==> src/rtl/xalu_ise_req.sv <==
// Issue/response stage in front of the ISE ALU: registers one custom-instruction request,
// holds it on the ISE port until claimed or timed out, then returns the result over valid/ready.
module xalu_ise_req #(
    parameter int MAX_LAT = 4,
    parameter int CNT_W   = 32
) (
    input  logic             ise_clk,
    input  logic             ise_rst,
    input  logic             req_valid,
    output logic             req_ready,
    input  logic [5:0]       req_fn,
    input  logic [6:0]       req_imm,
    input  logic [31:0]      req_rs1,
    input  logic [31:0]      req_rs2,
    input  logic [4:0]       req_rd,
    input  logic             flush,
    output logic             resp_valid,
    input  logic             resp_ready,
    output logic [31:0]      resp_data,
    output logic [4:0]       resp_rd,
    output logic             resp_illegal,
    output logic [5:0]       ise_fn,
    output logic [6:0]       ise_imm,
    output logic [31:0]      ise_in1,
    output logic [31:0]      ise_in2,
    output logic             ise_val,
    input  logic             ise_oval,
    input  logic [31:0]      ise_out,
    output logic [CNT_W-1:0] op_count
);

    localparam int LAT_W = (MAX_LAT > 1) ? $clog2(MAX_LAT) : 1;
    localparam logic [LAT_W-1:0] LAT_LAST = LAT_W'(MAX_LAT - 1);

    typedef enum logic [1:0] {
        IDLE = 2'd0,
        EXEC = 2'd1,
        RESP = 2'd2
    } state_t;

    state_t           state_q;
    logic [5:0]       fn_q;
    logic [6:0]       imm_q;
    logic [31:0]      in1_q;
    logic [31:0]      in2_q;
    logic [4:0]       rd_q;
    logic [31:0]      data_q;
    logic             illegal_q;
    logic [LAT_W-1:0] lat_cnt_q;
    logic [CNT_W-1:0] op_count_q;

    // NOTE: all state uses non-blocking assignments so every register samples pre-edge values.
    always_ff @(posedge ise_clk) begin
        if (ise_rst) begin
            state_q    <= IDLE;
            fn_q       <= '0;
            imm_q      <= '0;
            in1_q      <= '0;
            in2_q      <= '0;
            rd_q       <= '0;
            data_q     <= '0;
            illegal_q  <= 1'b0;
            lat_cnt_q  <= '0;
            op_count_q <= '0;
        end else if (flush) begin
            // Killed op leaves no trace: no response, no count, ISE port idles next cycle.
            state_q <= IDLE;
        end else begin
            case (state_q)
                IDLE: begin
                    if (req_valid) begin
                        fn_q      <= req_fn;
                        imm_q     <= req_imm;
                        in1_q     <= req_rs1;
                        in2_q     <= req_rs2;
                        rd_q      <= req_rd;
                        lat_cnt_q <= '0;
                        state_q   <= EXEC;
                    end
                end
                EXEC: begin
                    if (ise_oval) begin
                        data_q     <= ise_out;
                        illegal_q  <= 1'b0;
                        op_count_q <= op_count_q + 1'b1;
                        state_q    <= RESP;
                    end else if (lat_cnt_q == LAT_LAST) begin
                        data_q    <= '0;
                        illegal_q <= 1'b1;
                        state_q   <= RESP;
                    end else begin
                        lat_cnt_q <= lat_cnt_q + 1'b1;
                    end
                end
                RESP: begin
                    if (resp_ready) begin
                        state_q <= IDLE;
                    end
                end
                default: state_q <= IDLE;
            endcase
        end
    end

    // Handshake flags decode straight from the state register, so they are glitch-free.
    assign req_ready    = (state_q == IDLE);
    assign ise_val      = (state_q == EXEC);
    assign resp_valid   = (state_q == RESP);
    assign resp_data    = data_q;
    assign resp_rd      = rd_q;
    assign resp_illegal = illegal_q;
    assign ise_fn       = fn_q;
    assign ise_imm      = imm_q;
    assign ise_in1      = in1_q;
    assign ise_in2      = in2_q;
    assign op_count     = op_count_q;

endmodule

==> config.mk <==
export PLATFORM = sky130hd
export DESIGN_NAME = xalu_ise_req
export DESIGN_NICKNAME = d
export VERILOG_FILES = /design/src/rtl/xalu_ise_req.sv
export SDC_FILE = /design/constraint.sdc
export NUM_CORES = 1
export LEC_CHECK = 0
export ABC_AREA = 1
export BUFFER_PORTS_ARGS = -buffer_cell sky130_fd_sc_hd__buf_2
export CORE_MARGIN = 2
export CORE_UTILIZATION = 35
export DETAILED_ROUTE_END_ITERATION = 6
export PLACE_DENSITY_LB_ADDON = 0.15
export SLEW_MARGIN = 10
export SYNTH_ARGS = -nofsm -noshare
export SYNTH_HDL_FRONTEND = slang
export SYNTH_SLANG_ARGS = --single-unit
==> constraint.sdc <==
create_clock -name ise_clk -period 2.1 [get_ports ise_clk]
set_clock_uncertainty 0.15 [all_clocks]
set_input_delay 0.21 -clock ise_clk [delete_from_list [all_inputs] [get_ports ise_clk]]
set_output_delay 0.21 -clock ise_clk [all_outputs]
set_load 0.1 [all_outputs]
---- Word level (Yosys, flattened, before mapping) ----
Cells that the tools add are included.
word-level totals
  register bits after elaboration ......... 151
  input bits .............................. 120
cells by class
  reductions and logical operators ........ 9
  bitwise gates (word level) .............. 1
  equal/unequal tests ..................... 8
  add/subtract/negate cells ............... 2
  muxes and demuxes ....................... 13
operators with widths
  kind                     count
  $mux W32                 2
  $add A32 B1 Y32 const B  1
  $mux W2                  7
  $reduce_and A3 Y1        4
  $ne A2 B2 Y1 const B     3
  $pmux W2 S3              1
  $reduce_and A5 Y1        1
  $eq A2 B2 Y1 const B     2
  $pmux W2 S2              1
  $reduce_bool A2 Y1       2
  $ne A3 B1 Y1 const B     1
  $add A2 B1 Y2 const B    1
  $eq A2 B1 Y1 const B     1
  $logic_not A2 Y1         1
  $mux W1                  2
  $ne A2 B1 Y1 const B     1
  $reduce_or A2 Y1         1
  $not A1 Y1               1

---- Logic depth before layout (Yosys ltp) ----
Gate-level depths: netlist of the first run.
  depth after elaboration ................. 4
  mapped depth ............................ 9
  depth with buffers taken out ............ 9

---- Least setup slack after synthesis of the first run ----
OpenSTA, ideal clock, no wires.
  path type ............................... reg-to-reg
  from .................................... reg state_q[0]
  to ...................................... reg fn_q[0] (netlist: ise_fn[0])
  stages on the path, launching flop included .. 8
  data arrival time ....................... 2475 ps
  buffers on the path ..................... 2
  path slack .............................. -592 ps
  clock period less this slack ............ 2692 ps
  path through ............................ dfxtp_1 > nor2_1 > nand2_2 > nor2_4 > buf_12 > buf_8 > o21ai_0 > nor2_1
on the way
  word-level cells in the longest chain between the ends .. 2
ends and longest elaborated chain
  element                      RTL line  source
  start: declaration           41        state_t state_q;
  start signal: assignment     55        state_q <= IDLE;
  start signal: assignment     67        state_q <= IDLE;
  start signal: assignment     78        state_q <= EXEC;
  $logic_not A2 Y1             -
  named net req_ready          10        output logic req_ready,
  $reduce_and A3 Y1 (no line)  -
  end signal: assignment       72        fn_q <= req_fn;
  end: declaration             42        logic [5:0] fn_q;
The timed path passes the listed nets, and every way through them passes these cells.
A chain may end at the register's enable or synchronous reset.

---- Worst setup path after layout of the first run ----
  from .................................... reg state_q[0]
  to ...................................... out ise_val
on the way
  word-level cells in the longest chain between the ends .. 1
ends and longest elaborated chain
  element           RTL line  source
  $eq A2 B1 Y1      107       assign ise_val = (state_q == EXEC);
  end: declaration  26        output logic ise_val,
No other way between the ends.

==> impl.org, run 1 <==
** Power and ir drop
- Total Power Consumption :: 7.76 mW
- Worst IR Drop VDD :: 0.524 mV
- Internal power :: 5.30 mW
- Of the total power, the share spent switching nets is 0.316.
- The share of total power dissipated in sequential elements is 0.392.
- Gate power share :: 0.205
- Power Dens Cells :: 829 nW/um2
- In this run the static leakage power is 4.49 nW.
- Switching power :: 2.45 mW
- Of the total power, the clock network draws 0.402.

** Finish
- At the end of the flow the core is filled with cells to 0.545.
- The final layout contains 1312 nets.
- The library cell used most frequently in the layout, excluding fill and tap cells, is buf_2.
- In the final layout, the share of cells above drive strength 1 is 0.292.
- In the layout the commonest cells are 269 x buf_2, 233 x nor2_1, 139 x nand2_1, 136 x dfxtp_1, 117 x dlygate4sd3_1.
- The number of antenna diodes in the final layout is 0.
- Relative to the synthesized area, the layout overhead comes to 53.0%.

** Synth
- Counting every net in the synthesized netlist gives 937.
- For this run, the number of Yosys warnings is 0.
- Mean area per synthesized cell :: 7.50 um2
- Share of the yosys chip area belonging to registers :: 0.494
- Most used flip-flop cell after synthesis :: dfxtp_1
- After synthesis, the share of flip-flops with an asynchronous set or reset is 0.
- Total standard cell area after synthesis :: 6110 um2
- Number of distinct standard cells referenced by the synthesized netlist :: 31
- Number of enable-type register cells in the synthesized netlist :: 0
- After synthesis the netlist holds a flip-flop and latch count of 151.
- The cell count after synthesis came out at 815.

** Job
- Max-cap violations in this run came to 0.

** GRT
- Number of global-route vias before repair :: 6148
- The number of antenna violations at the first check in global routing was 0.
- Entering global routing, the biggest net connects 83 pins.
- Global-route wire length before repair :: 29400 um
- Tot GR Track Use :: 0.198
- Grt ovf :: 0

** STA
- Fmax :: 0.499 GHz
- Post-layout worst setup margin :: 96.3 ps
- Final Cycle Share :: 0.954
- For the pin with the worst max-slew slack, the measured transition is 520 ps.
- Final setup viols :: 0
- Tightest slew margin relative to the limit :: 0.656
- Setup repair after global routing left no endpoint under its margin.
- Counting I/O delays and the setup requirement, the final critical path takes 2000 ps.
- Hold timing on the final database bottoms out at a slack of 33.8 ps.
- The number of hold violations in the final report was 0.
- Accumulated negative setup slack :: 0 ps
- The total count of max-transition violations in the final report is 0.

** Worst setup path
- The critical path in this run is classified as flip-flop to output port.
- Critical-path cell list :: inv_1 > nor2_4 > buf_2
- The largest individual stage delay along the critical path comes from the cell dfxtp_1.
- STA classifies the critical path startpoint as a flip-flop.
- Critical Path RT :: 1740 ps
- Highest fanout seen on the critical path :: 5
- Delay of the slowest cell on the worst path :: 480 ps
- Signal arrival time at the worst endpoint :: 1640 ps
- CP Capture Type :: output port

** Placement
- Final weighted congestion in routability-driven placement :: 0.783
- Port buffering added 269 buffers.
- Detailed-placement wirelength estimate :: 11900 um
- Before CTS, the worst setup slack after placement is 399 ps.

** Min path
- The worst hold path belongs to the class input pin to flip-flop.

** Route
- DRC violations left :: 0
- Initial DRC count :: 285
- Number of vias after detailed routing :: 6434
- Drt first pass iters :: 4
- Remaining antenna violation count after routing :: 0
- Final WL :: 18400 um
- Dividing the detail-routed wire length by the instance count gives 12.9 um.
- Vias per inst :: 4.51

** Clock tree
- Skew-Pair Late Insertion Delay :: 410 ps
- Clock tree from TritonCTS :: yes
- Resize count post-CTS :: 0
- Clock Sinks :: 151
- Counting along the longest clock path gives a buffer depth of 2.
- Clock-pin slew on the worst setup and hold paths :: 60 ps
- The tree is rooted in a clkbuf_16.
- TritonCTS created 17 clock buffers.
- The H-tree generated during clock tree synthesis spans 4 levels.

** Floorplanning
- The die is 136 um tall.
- 270 I/O pins were placed.
- Die Span X :: 136 um
- Core region area :: 17200 um2
- The floorplan has 48 rows.
- For this configuration, the core starts out at a cell density of 0.356.
- The die covers 18500 um2.

** Outcome
- Run status :: complete, no violations
[synthesized netlist by cell type (2+ instances only)]
library cell	n	share of area
buf_8	8	0.020
buf_6	4	0.0074
nor2_8	2	0.0065
inv_2	3	0.0018
xor2_1	3	0.0043
nand2_4	4	0.0074
nand2_2	5	0.0051
nand2_1	139	0.085
dfxtp_1	151	0.49
ha_1	2	0.0041
o21ai_0	70	0.057
buf_2	15	0.012
nand3_1	24	0.020
clkbuf_1	11	0.0068
inv_1	36	0.022
nor2_4	8	0.015
o21ai_1	20	0.016
nor3_1	4	0.0033
nor2_1	235	0.14
nand4_1	7	0.0072
a21oi_1	54	0.044
[state kept, by name, indices dropped and copies added (netlist names)]
| name | flops |
|---|---|
| ise_in1 | 32 |
| op_count | 32 |
| ise_fn | 6 |
| ise_in2 | 32 |
| resp_rd | 5 |
| lat_cnt_q | 2 |
| ise_imm | 7 |
| resp_data | 32 |
| resp_illegal | 1 |
| state_q | 2 |
[cell families (layout without fill, tap and decap cells)]
kind of cell | Yosys count | count (layout) | share of synthesized area
AO/OA/AOI/OAI | 146 | 146 | 0.120
XOR/XNOR | 4 | 4 | 0.00573
adder cells (fa/ha/maj) | 2 | 2 | 0.00409
buffers and inverters | 80 | 466 | 0.0745
flip-flops | 151 | 151 | 0.494
AND/OR/NAND/NOR | 432 | 432 | 0.301
[power by group through the flow]
stage	clock network (mW)	registers, mW	logic, mW
finish	3.12	3.04	1.59
floorplan	0	3.96	0.280
global placement	0	3.10	1.42
global route	3.32	3.06	1.67
CTS	3.20	3.04	1.59
detailed placement	0	3.10	1.42
[through the flow]
stage,area (um2),instances
final,9350,1426
after global routing,9350,1426
after CTS,9350,1426
after detailed placement,7580,1279
after global placement,7580,1279
after floorplan,6140,815
[layout make-up]
type                            count  area (um2)
Multi-Input combinational cell    584        2650
Timing Repair Buffer              396        2630
Clock buffer                       19         453
Tap cell                          225         282
Fill cell                        1619        7820
Sequential cell                   151        3040
Inverter                           40         150
Clock inverter                     11         150
[routing by layer]
| metal | GRT usage | vias up | routed length, um |
|---|---|---|---|
| met5 | 0 | - | 0 |
| met4 | 0.0694 | 0 | 393 |
| met3 | 0.0585 | 30 | 1210 |
| met2 | 0.328 | 212 | 8670 |
| met1 | 0.244 | 2845 | 8170 |
| li1 | - | 3347 | - |
[worst max-delay path: cells and delay by family (launching register included)]
family	cells	cell delay (ps)
AND/OR/NAND/NOR	1	160
buffers and inverters	2	590
flip-flops	1	480
[timing repair]
item / CTS / global route
hold buffers: 117 / 0
hold endpoints to repair: 116 / 0
buffers inserted: 0 / 0
[worst paths after layout]
check / startpoint / to / slack [ps] / cells after the start
max: state_q[0] / ise_val / 100 / 3
min: flush / state_q[1] / 30 / 4
max reg2reg: state_q[0] / state_q[0] / 390 / 5
min reg2reg: resp_data[10] / resp_data[10] / 310 / 2
No activity file was read; power rests on OpenSTA's default activity.
==> inputs of run 2 (changes only) <==
--- a/config.mk
+++ b/config.mk
@@ -5,11 +5,11 @@
 export SDC_FILE = /design/constraint.sdc
 export NUM_CORES = 1
 export LEC_CHECK = 0
-export ABC_AREA = 1
 export BUFFER_PORTS_ARGS = -buffer_cell sky130_fd_sc_hd__buf_2
 export CORE_MARGIN = 2
 export CORE_UTILIZATION = 35
 export DETAILED_ROUTE_END_ITERATION = 6
+export GPL_ROUTABILITY_DRIVEN = 0
 export PLACE_DENSITY_LB_ADDON = 0.15
 export SLEW_MARGIN = 10
 export SYNTH_ARGS = -nofsm -noshare
==> impl.org, run 2 <==
** Outcome
- The flow ran to the end, and the final reports show no timing, DRC or antenna violations.

** Synth
- For this run, the register share of the synthesized area comes to 0.536.
- Total standard cell area after synthesis :: 5640 um2
- Share of synthesized flip-flops with an asynchronous set or reset :: 0
- The synthesized design contains 151 register bits.
- Number of distinct standard cells referenced by the synthesized netlist :: 41
- Count of mapped cells out of synthesis :: 669
- Counting instances in the post-synthesis netlist gives the leading cell types as 177 x nand2_1, 151 x dfxtp_1, 106 x a21oi_1, 44 x nor2_1, 33 x clkbuf_1.
- Number of enable-type register cells in the synthesized netlist :: 0
- Among all flip-flop cells after synthesis, the most frequent one is dfxtp_1.
- Library cell with the highest instance count after synthesis :: nand2_1
- Yosys warns :: 0
- By area the synthesized netlist is led by dfxtp_1 54%, nand2_1 12%, a21oi_1 9.4%, a22oi_1 4.3%, nor2_1 2.9%.
- The share of synthesized area in the top cell type comes to 0.536.
- Cell accounting for the most synthesized area :: dfxtp_1
- The number of nets in the synthesized netlist is 791.
- A synthesized cell averages 8.43 um2.

** STA
- The routed design could run at a clock period as short as 1960 ps.
- Worst Tran Pin Value :: 732 ps
- In the finished design, the share of the clock period the worst path needs comes to 0.934.
- Hold violation total from the final report :: 0
- Setup repair after global routing left no endpoint under its margin.
- Measured against its own limit, the worst slew margin works out to 0.512.
- Final setup viols :: 0
- Derived from the worst setup path, the maximum achievable clock frequency is 0.510 GHz.
- The total count of max-transition violations in the final report is 0.
- Hold is met by 36.0 ps.

** Worst setup path
- Setup slack on the worst reg-to-reg path comes out at 140 ps.
- Critical Path Source :: state_q[1]
- Start of the worst register-to-register path :: state_q[1]
- Signal arrival time at the worst endpoint :: 2160 ps
- Crit start category :: flip-flop
- At the worst endpoint, the required time is 2290 ps.
- Capture instance of the worst register-to-register path :: op_count[19]
- In this run the worst path has a maximum fanout of 13.
- CP Capture Type :: flip-flop
- By startpoint and endpoint, the worst setup path is classified as flip-flop to flip-flop.
- Worst setup path end :: op_count[19]
- The worst register-to-register path has a depth of 5.

** Route
- The first TritonRoute pass finished after 5 iterations.
- Average wire per standard cell :: 13.8 um
- Vias per inst :: 4.74
- For this run, design rule violations remaining after detail routing come to 0.
- Wires add up to 17500 um.
- Detailed routing inserted a total of 6020 vias.
- Once detail routing completed, the nets flagged for antenna violations numbered 0.
- Initial DRC count :: 252

** Finish
- Number of inserted filler cells in the final layout :: 1418
- Of the cells placed in the final design, the portion with a size suffix greater than 1 is 0.341.
- Post-layout utilization of the core :: 0.573
- The top cell types in the final layout, fill and taps aside, are 268 x buf_2, 177 x nand2_1, 122 x dfxtp_1, 116 x dlygate4sd3_1, 106 x a21oi_1.
- Antenna diodes :: 0
- Synth-to-Final Area Change :: 60.8%
- # nets final :: 1162
- Leading cell type in the layout, fill and taps excluded :: buf_2

** Power and ir drop
- Summed over all cells, the static leakage comes to 4.04 nW.
- Summed over all nets, the switching power comes to 2.17 mW.
- Internal power :: 5.24 mW
- Worst IR Drop VDD :: 0.545 mV
- Of the total power, the share spent switching nets is 0.293.
- Clock share of power :: 0.430
- Flop pwr share :: 0.401
- Power Dens Cells :: 818 nW/um2
- Of the total power, combinational logic draws 0.169.
- Total Power Consumption :: 7.42 mW

** Clock tree
- Htree depth :: 4
- CTS Hold Bufs :: 116
- In this run the post-CTS setup repair buffer count came out at 0.
- The tree is rooted in a clkbuf_16.
- Clock-pin slew on the worst setup and hold paths :: 60 ps
- CTS saw 151 sinks.
- The clock passes through at most 2 buffers.
- Number of CTS-inserted buffers :: 17
- Clock tree from TritonCTS :: yes
- The number of gates resized after CTS was 0.
- At the later pin of the worst-skew pair, clock insertion delay measures 420 ps.

** Floorplanning
- The floorplan has 46 rows.
- The die covers 17100 um2.
- Die Span X :: 131 um
- Core region area :: 15800 um2
- Starting density of the core :: 0.356
- Measured along the y axis, the die boundary spans 131 um.
- 270 I/O pins were placed.

** GRT
- The via count of the first global-routing pass was 5582.
- The number of antenna violations at the first check in global routing came to 0.
- Global-route wire length before repair :: 26600 um
- Summed over all layers, the global routing overflow is 0.
- Largest net degree at the start of global routing :: 73
- Tot GR Track Use :: 0.194

** Placement
- The HPWL after detailed placement is 10900 um.
- Port buffer count :: 269

** Min path
- The path class of the tightest hold or removal check is input pin to flip-flop.

** Job
- Number of violations of the max-capacitance limit :: 0
[run 2: changes by cell type in the layout (fill, tap and decap cells not counted), moves of 9 or more]
cell / delta
nor2_1: -190
o21ai_0: -58
a21oi_1: +52
nand2_1: +38
a22oi_1: +32
inv_1: -31
o21ai_1: -20
nand3_1: -17
dfxtp_1: -14
o31ai_1: +12
or4_1: +12
or3_1: +10
dfxtp_4: +9
nor2_4: -9
[run 2: kinds of logic after synthesis]
logic type,count (synthesis),synth area share
and+or+nand+nor,285,0.231
AOI/OAI and AO/OA,168,0.172
DFF,151,0.536
buffers and inverters,54,0.0411
xor gates and xnor gates,7,0.0109
muxes,2,0.00377
adders and majority gates,2,0.00444
[run 2: metal layers]
metal	global-route usage	vias up	wire, um
met5	0	-	0
li1	-	3042	-
met3	0.0562	42	1100
met1	0.242	2730	7650
met4	0.0882	0	493
met2	0.313	206	8230
[run 2: cell type report]
class	count	area (um2)	area share
clock inverter	14	168	0.0185
inverter	5	18.8	0.00207
tap	216	270	0.0298
clock buffer	18	450	0.0497
timing repair buffer	401	2680	0.296
multi-input combinational	464	2390	0.264
sequential	151	3080	0.340
[run 2: worst min path at each step]
stage          cells after the start  slack (ps)      start     endpoint
2_1_floorplan                      1         140      flush   state_q[1]
3_3_place_gp                       2         290  ise_fn[2]    ise_fn[2]
3_5_place_dp                       2         290      flush   state_q[1]
4_1_cts                            2          20    ise_rst  op_count[7]
5_1_grt                            2          40    ise_rst  op_count[7]
6_report                           2          40    ise_rst  op_count[7]
[run 2: power by group through the flow]
| stage | Combinational, mW | Clock, mW | Sequential, mW |
|---|---|---|---|
| 2_1_floorplan | 0.216 | 0 | 3.63 |
| 3_3_place_gp | 1.08 | 0 | 3.03 |
| 3_5_place_dp | 1.08 | 0 | 3.04 |
| 4_1_cts | 1.25 | 3.27 | 2.97 |
| 5_1_grt | 1.32 | 3.38 | 2.98 |
| 6_report | 1.25 | 3.19 | 2.97 |
[run 2: per-stage QoR]
step                TNS, ps  area [um2]  std cells  setup WS, ps
floorplan            -22730        5700        669          -292
global placement          0        7280       1121          99.7
detailed placement        0        7280       1121           106
CTS                       0        9060       1269           137
global route              0        9060       1269          19.1
finish                    0        9060       1269           138
[run 2: worst max-delay path, stage by stage, from the launching register on]
cell and delay [ps]:
dfxtp_1 310, and4bb_1 420, nand4_4 250, buf_4 220
or4_1 390, a21oi_1 150
